## config.mk

```make
export PLATFORM = sky130hd
export DESIGN_NAME = bug_motion_scheduler
export DESIGN_NICKNAME = d
export VERILOG_FILES = /design/src/rtl/bug_motion_scheduler.sv
export SDC_FILE = /design/constraint.sdc
export NUM_CORES = 1
export LEC_CHECK = 0
export BUFFER_PORTS_ARGS = -buffer_cell sky130_fd_sc_hd__buf_2
export CORE_ASPECT_RATIO = 1.75
export CORE_MARGIN = 10
export CORE_UTILIZATION = 30
export DETAILED_ROUTE_END_ITERATION = 7
export PLACE_DENSITY = 0.6
export SYNTH_ARGS = -nofsm -noshare
export SYNTH_HDL_FRONTEND = slang
export SYNTH_SLANG_ARGS = --single-unit
```

## constraint.sdc

```tcl
create_clock -name pclk -period 4.5 [get_ports pclk]
set_clock_uncertainty 0.15 [all_clocks]
set_input_delay 0.9 -clock pclk [delete_from_list [all_inputs] [get_ports pclk]]
set_output_delay 0.9 -clock pclk [all_outputs]
set_load 0.02 [all_outputs]
```

## src/rtl/bug_motion_scheduler.sv

```systemverilog
// Moves up to NUM_BUGS sprites clockwise around a rectangular path using one
// shared step engine; a prescaled tick starts a round-robin pass, one bug per clock.
module bug_motion_scheduler #(
    parameter int NUM_BUGS  = 4,
    parameter int TICK_DIV  = 40000,
    parameter int SPAWN_GAP = 64,
    parameter int X_MIN     = 200,
    parameter int X_MAX     = 547,
    parameter int Y_MIN     = 200,
    parameter int Y_MAX     = 446
) (
    input  logic                     pclk,
    input  logic                     rst,
    input  logic                     start,
    input  logic [NUM_BUGS-1:0]      kill,
    output logic [12*NUM_BUGS-1:0]   xpos,
    output logic [12*NUM_BUGS-1:0]   ypos,
    output logic [2*NUM_BUGS-1:0]    rotation,
    output logic [NUM_BUGS-1:0]      active,
    output logic                     busy,
    output logic                     lap_done,
    output logic                     all_clear
);
    localparam int PS_W  = $clog2(TICK_DIV);
    localparam int NS_W  = $clog2(NUM_BUGS + 1);
    localparam int IDX_W = (NUM_BUGS > 1) ? $clog2(NUM_BUGS) : 1;
    localparam int GAP_W = (SPAWN_GAP > 1) ? $clog2(SPAWN_GAP) : 1;

    localparam logic [PS_W-1:0]  PS_LAST   = PS_W'(TICK_DIV - 1);
    localparam logic [NS_W-1:0]  NS_ALL    = NS_W'(NUM_BUGS);
    localparam logic [IDX_W-1:0] IDX_LAST  = IDX_W'(NUM_BUGS - 1);
    localparam logic [GAP_W-1:0] GAP_RELOAD = GAP_W'(SPAWN_GAP - 1);
    localparam logic [11:0]      X_LO = 12'(X_MIN);
    localparam logic [11:0]      X_HI = 12'(X_MAX);
    localparam logic [11:0]      Y_LO = 12'(Y_MIN);
    localparam logic [11:0]      Y_HI = 12'(Y_MAX);

    typedef enum logic [1:0] {S_IDLE, S_WAIT_TICK, S_UPDATE, S_CHECK} state_t;

    state_t             state_reg;
    logic [PS_W-1:0]    prescaler_reg;
    logic [NS_W-1:0]    next_spawn_reg;
    logic [GAP_W-1:0]   gap_cnt_reg;
    logic [IDX_W-1:0]   idx_reg;
    logic               spawned_reg;
    logic [IDX_W-1:0]   spawned_idx_reg;
    logic [NUM_BUGS-1:0] active_reg;
    logic               busy_reg;
    logic               lap_done_reg;
    logic               all_clear_reg;
    logic [11:0]        x_reg   [NUM_BUGS];
    logic [11:0]        y_reg   [NUM_BUGS];
    logic [1:0]         rot_reg [NUM_BUGS];

    logic               tick;
    logic [IDX_W-1:0]   spawn_idx;
    logic               step_en;
    logic [11:0]        cur_x, cur_y, step_x, step_y;
    logic [1:0]         cur_rot, step_rot;
    logic               step_lap;

    assign tick      = (prescaler_reg == PS_LAST);
    assign spawn_idx = next_spawn_reg[IDX_W-1:0];

    // Shared step engine: evaluates the bug selected by idx_reg on its current values.
    always_comb begin
        cur_x    = x_reg[idx_reg];
        cur_y    = y_reg[idx_reg];
        cur_rot  = rot_reg[idx_reg];
        step_x   = cur_x;
        step_y   = cur_y;
        step_rot = cur_rot;
        step_lap = 1'b0;
        step_en  = active_reg[idx_reg] && !kill[idx_reg]
                   && !(spawned_reg && (spawned_idx_reg == idx_reg));
        case (cur_rot)
            2'd3: if (cur_x < X_HI) step_x = cur_x + 12'd1; else step_rot = 2'd2;
            2'd2: if (cur_y < Y_HI) step_y = cur_y + 12'd1; else step_rot = 2'd1;
            2'd1: if (cur_x > X_LO) step_x = cur_x - 12'd1; else step_rot = 2'd0;
            default: begin
                if (cur_y > Y_LO) begin
                    step_y = cur_y - 12'd1;
                end else begin
                    step_rot = 2'd3;
                    step_lap = 1'b1;
                end
            end
        endcase
    end

    always_ff @(posedge pclk) begin
        if (rst) begin
            state_reg       <= S_IDLE;
            prescaler_reg   <= '0;
            next_spawn_reg  <= '0;
            gap_cnt_reg     <= '0;
            idx_reg         <= '0;
            spawned_reg     <= 1'b0;
            spawned_idx_reg <= '0;
            active_reg      <= '0;
            busy_reg        <= 1'b0;
            lap_done_reg    <= 1'b0;
            all_clear_reg   <= 1'b0;
            for (int i = 0; i < NUM_BUGS; i++) begin
                x_reg[i]   <= X_LO;
                y_reg[i]   <= Y_LO;
                rot_reg[i] <= 2'd3;
            end
        end else begin
            lap_done_reg  <= 1'b0;
            all_clear_reg <= 1'b0;
            // Kill is sampled every cycle; a spawn written below overrides it for one cycle.
            active_reg    <= active_reg & ~kill;
            if (state_reg == S_IDLE) begin
                prescaler_reg <= '0;
            end else begin
                prescaler_reg <= tick ? '0 : prescaler_reg + 1'b1;
            end

            case (state_reg)
                S_IDLE: begin
                    if (start) begin
                        state_reg      <= S_WAIT_TICK;
                        busy_reg       <= 1'b1;
                        next_spawn_reg <= '0;
                        gap_cnt_reg    <= '0;
                        spawned_reg    <= 1'b0;
                    end
                end
                S_WAIT_TICK: begin
                    if (tick) begin
                        spawned_reg <= 1'b0;
                        if ((next_spawn_reg < NS_ALL) && (gap_cnt_reg == '0)) begin
                            active_reg[spawn_idx] <= 1'b1;
                            x_reg[spawn_idx]      <= X_LO;
                            y_reg[spawn_idx]      <= Y_LO;
                            rot_reg[spawn_idx]    <= 2'd3;
                            next_spawn_reg        <= next_spawn_reg + 1'b1;
                            gap_cnt_reg           <= GAP_RELOAD;
                            spawned_reg           <= 1'b1;
                            spawned_idx_reg       <= spawn_idx;
                        end else if (gap_cnt_reg != '0) begin
                            gap_cnt_reg <= gap_cnt_reg - 1'b1;
                        end
                        idx_reg   <= '0;
                        state_reg <= S_UPDATE;
                    end
                end
                S_UPDATE: begin
                    if (step_en) begin
                        x_reg[idx_reg]   <= step_x;
                        y_reg[idx_reg]   <= step_y;
                        rot_reg[idx_reg] <= step_rot;
                        lap_done_reg     <= step_lap;
                    end
                    if (idx_reg == IDX_LAST) begin
                        state_reg <= S_CHECK;
                    end else begin
                        idx_reg <= idx_reg + 1'b1;
                    end
                end
                default: begin
                    if ((next_spawn_reg == NS_ALL) && (active_reg == '0)) begin
                        state_reg     <= S_IDLE;
                        busy_reg      <= 1'b0;
                        all_clear_reg <= 1'b1;
                    end else begin
                        state_reg <= S_WAIT_TICK;
                    end
                end
            endcase
        end
    end

    for (genvar gi = 0; gi < NUM_BUGS; gi++) begin : g_flat
        assign xpos[12*gi +: 12]   = x_reg[gi];
        assign ypos[12*gi +: 12]   = y_reg[gi];
        assign rotation[2*gi +: 2] = rot_reg[gi];
    end

    assign active    = active_reg;
    assign busy      = busy_reg;
    assign lap_done  = lap_done_reg;
    assign all_clear = all_clear_reg;
endmodule

```

# ---- Word-level counts from Yosys, hierarchy flattened
# Memory sizes are Yosys's and may differ from the RTL's. A register that Yosys moved wholly into a read port is not among the register bits.
# Index checks and enable logic that the tools add are counted.
dict set report totals {
  reg_bits 39
  mem_bits_rw 104
  output_inout_bits 111
  wordCells 164
  mem_count 3
}
dict set report op_classes {
  add_sub_neg 8
  order_cmp 8
  eq_ne 15
  mux 80
  n_bitwise 6
  n_reduce_logical 33
}
# name depth width rd rd_clocked_by_memory_dff wr line_no
set memory_table {}
lappend memory_table {x_reg 4 12 5 1 4 51} ;# logic [11:0] x_reg [NUM_BUGS];
lappend memory_table {y_reg 4 12 5 1 4 52} ;# logic [11:0] y_reg [NUM_BUGS];
lappend memory_table {rot_reg 4 2 5 1 4 53} ;# logic [1:0] rot_reg [NUM_BUGS];
# cell n
set op_table {}
lappend op_table {{2-to-1 mux 12 bit} 8}
lappend op_table {{case mux 12 bit (2 select lines)} 2}
lappend op_table {{OR reduction 12 bit} 4}
lappend op_table {{2-to-1 mux 2 bit} 23}
lappend op_table {{2-to-1 mux 1 bit} 27}
lappend op_table {{adder 12 x 1 -> 12 bit, second input constant} 2}
lappend op_table {{greater-than comparator 12 x 8 -> 1 bit, second input constant} 2}
lappend op_table {{2-to-1 mux 6 bit} 4}
lappend op_table {{subtractor 12 x 1 -> 12 bit, second input constant} 2}
lappend op_table {{adder 16 x 1 -> 16 bit, second input constant} 1}
lappend op_table {{equality test 16 bit, second input constant} 1}
lappend op_table {{AND reduction 3 bit} 5}
lappend op_table {{less-than comparator 12 x 10 -> 1 bit, second input constant} 1}
lappend op_table {{less-than comparator 12 x 9 -> 1 bit, second input constant} 1}
lappend op_table {{2-to-1 mux 4 bit} 3}
lappend op_table {{case mux 2 bit (3 select lines)} 2}
lappend op_table {{case mux 6 bit (2 select lines)} 1}
lappend op_table {{inequality test 2 bit, second input constant} 5}
lappend op_table {{2-to-1 mux 3 bit} 3}
lappend op_table {{equality test 2 bit, second input constant} 4}
lappend op_table {{AND reduction 4 bit} 2}
lappend op_table {{OR reduction 2 bit} 4}
lappend op_table {{logical AND 1 bit} 6}
lappend op_table {{zero test 6 bit} 1}
lappend op_table {{other kinds (27)} 36}

# ---- Logic depth before layout (Yosys ltp)
dict set report logic_depth {
  ltp_word 11
  mapped_depth 17
  ltp_nobuf 12
}

# ---- Worst setup path before layout
# No wires, ideal clock.
dict set report synth_timing {
  kind {input to register}
  start {in kill[1]}
  end {mem rot_reg[3][0], enable pin}
  setup_ns 0.442
  arrival_ns 3.774
  required_ns 3.908
  path_slack_ns 0.135
  stages 6
  path_buffers 1
  cell_sequence {nor2b_1 > mux4_2 > or3b_2 > clkbuf_1 > nor2_1 > nor3_1}
}
# element line_no
set synth_rtl {}
lappend synth_rtl {{start: declaration} 15} ;# input logic [NUM_BUGS-1:0] kill,
lappend synth_rtl {{end: declaration} 53}

==> results.toml <==
[synth]
synth_edf_count = 104
synth_cell_types = 71
synth_area_um2 = 8150
syn-num-nets = 805
ys_seq_elements = 145
ys_warn_count = 0
synth-seq-area-share_pct = 48.4
netlist_instances = 777
syn_avg_cell_area_um2 = 10.5
synth-main-ff-cell = "edfxtp_1"
ys_async_sr_fraction_pct = 0

[route]
vias = 6673
drc = 0
drt_wl_total_um = 26300
drtIter0Drc = 492
viasPerCell = 5.42
dr.pass1.iters = 5
ant_nets = 0
drt-wirelength-per-cell_um = 21.3

[critical_path]
worst-setup-path-type = "flip-flop to flip-flop"
arrival_ns = 3.84
r2r_cells = 8
cp-end-kind = "flip-flop"
start_kind = "flip-flop"
crit_fanout = 17
r2r_slack_ns = 0.67
cp.required_ns = 4.51
reg2reg_to = "x_reg[0][0]"

[clock_tree]
hold_buffers = 0
cts_setup_buffers = 0
cts_htree_levels = 4
cts_tree = "yes"
numCtsBuffers = 17
clk_pin_slew_ns = 0.06
cts.sinks = 145
cts_resized = 0
clockBufferDepth = 2
clock_latency_ns = 0.44
root_buffer = "clkbuf_16"

[run]
cap_violations = 0

[global_routing]
grt_max_degree = 33
grt_overflow = 0
antenna_found_initial = 0
grt_pass1_wl_um = 39400
grt_pass1_vias = 6820
grt_use_total_pct = 15.3

[timing]
finalMaxSlewViolations = 0
rsz0062_at_grt = "no"
finalCritPeriodShare_pct = 85.2
min_period_ns = 3.83
slew_headroom_pct = 27.7
fmax_mhz = 261
final-hold-violation-count = 0
finalSetupViolCount = 0
tns_ns = 0
tightestPinTransition_ns = 1.08

[floorplanning]
io_pins = 118
die_x_um = 145
start_util_pct = 30.5
rows = 79
coreArea_um2 = 26700
fp.dieArea_um2 = 34400
die_height_um = 238

[final_layout]
diodes = 0
fin_nets = 923
syn2layout_area_growth_pct = 19.3
drive_gt1_share_pct = 23.8

[power_and_ir_drop]
p_total_mw = 4.45
p_per_area_nw_per_um2 = 458
vdd_drop_max_v = 0.000258
leakage_nw = 3.56

[placed_design]
hpwl_um = 19800
place_congestion = 0.964
io_buffers = 117

[worst_hold_path]
min_path_type = "flip-flop to flip-flop"
hold_depth = 1
hold_end = "prescaler_reg[0]"
hold_start = "prescaler_reg[0]"

[run_status]
run_status = "finished, final reports clean"
## metal layers
layer / part of all wire (%) / vias to the layer above / GRT usage [%]
li1: - / 3093 / -
met1: 33 / 3313 / 13.9
met2: 57 / 196 / 29.4
met3: 4.8 / 71 / 3.24
met4: 5.0 / 0 / 9.47
met5: 0 / - / 0
## where the power goes
group | leakage [nW] | internal [mW] | switching, mW
Clock | 0.294 | 0.877 | 0.601
Sequential | 1.33 | 1.51 | 0.0959
Combinational | 1.94 | 0.495 | 0.873
Total | 3.56 | 2.88 | 1.57
## cells in the mapped netlist, types with 5 or more instances
cell	number	area share, %
nor2b_1	6	0.46
xnor2_1	20	2.1
nand4_1	11	0.84
a21oi_1	36	2.2
clkbuf_1	20	0.92
mux2_2	6	0.83
nand3_1	22	1.4
nor3_1	26	1.6
o21ai_0	24	1.5
nor4_1	5	0.38
buf_2	13	0.80
nor2_1	112	5.2
mux2i_1	13	1.6
edfxtp_1	104	38
nand2_1	68	3.1
inv_1	31	1.4
a31oi_1	8	0.61
dfxtp_1	41	10
a21o_1	7	0.64
mux4_2	19	5.3
nand2b_1	15	1.2
mux4_1	5	1.6
xor2_1	17	1.8
and2_1	13	1.0
o211ai_1	11	1.0
a221oi_1	5	0.54
ha_1	21	3.2
## logic make-up (layout without fill, tap and decap cells)
logic type	after synthesis	count (layout)	share of synthesized area, %
xor+xnor	37	37	3.98
fa+ha+maj	21	21	3.22
simple gates	322	322	19.6
flops	145	145	48.4
buf+inv	73	204	4.13
mux	44	44	9.60
compound gates	135	135	11.1
## worst max path at each step
stage	startpoint	end	slack [ns]
final	flip-flop	x_reg[0][0]	0.67
after global routing	flip-flop	x_reg[0][3]	0.40
after CTS	flip-flop	x_reg[0][0]	0.69
after detailed placement	flip-flop	x_reg[0][0]	0.71
after global placement	flip-flop	x_reg[0][9]	0.72
after floorplan	kill[1]	rot_reg[3][0]	0.13
## critical path: stages, from the launching register on
cell	delay, ns
dfxtp_2	0.71
buf_4	0.30
mux4_1	0.75
o31ai_1	0.42
and2_1	0.27
o21ai_0	0.15
xnor2_1	0.16
a222oi_1	0.54
nor2_1	0.11
## per-stage QoR
stage,setup WS [ns],util (%),hold slack (ns),area [um^2],cells
2_1_floorplan,0.135,-,0.276,8150,777
3_3_place_gp,0.716,34.1,0.291,9110,1200
3_5_place_dp,0.710,34.1,0.305,9110,1200
4_1_cts,0.695,36.4,0.317,9720,1232
5_1_grt,0.401,36.4,0.332,9720,1232
6_report,0.666,36.4,0.312,9720,1232
## layout by cell type, fill, tap and decap left out, types with 5 or more instances in the layout
| cell | instances |
|---|---|
| buf_2 | 117 |
| nor2_1 | 112 |
| edfxtp_1 | 104 |
| nand2_1 | 68 |
| dfxtp_1 | 39 |
| a21oi_1 | 36 |
| inv_1 | 31 |
| nor3_1 | 25 |
| o21ai_0 | 24 |
| buf_4 | 24 |
| nand3_1 | 22 |
| ha_1 | 21 |
| xnor2_1 | 20 |
| mux4_2 | 19 |
| xor2_1 | 17 |
| clkbuf_16 | 17 |
| nand2b_1 | 15 |
| mux2i_1 | 13 |
| and2_1 | 13 |
| o211ai_1 | 11 |
| nand4_1 | 11 |
| a31oi_1 | 8 |
| a21o_1 | 7 |
| mux2_2 | 6 |
| nor2b_1 | 6 |
| mux4_1 | 5 |
| a221oi_1 | 5 |
| inv_6 | 5 |
## area by class of cell
class                           count  area (um^2)
Clock buffer                       17          425
Fill cell                        2706        17000
Timing Repair Buffer              141          766
Tap cell                          324          405
Inverter                           31          116
Multi-Input combinational cell    559         3880
Sequential cell                   145         3950
Clock inverter                     15          180
(Power assumes the default switching activity.)
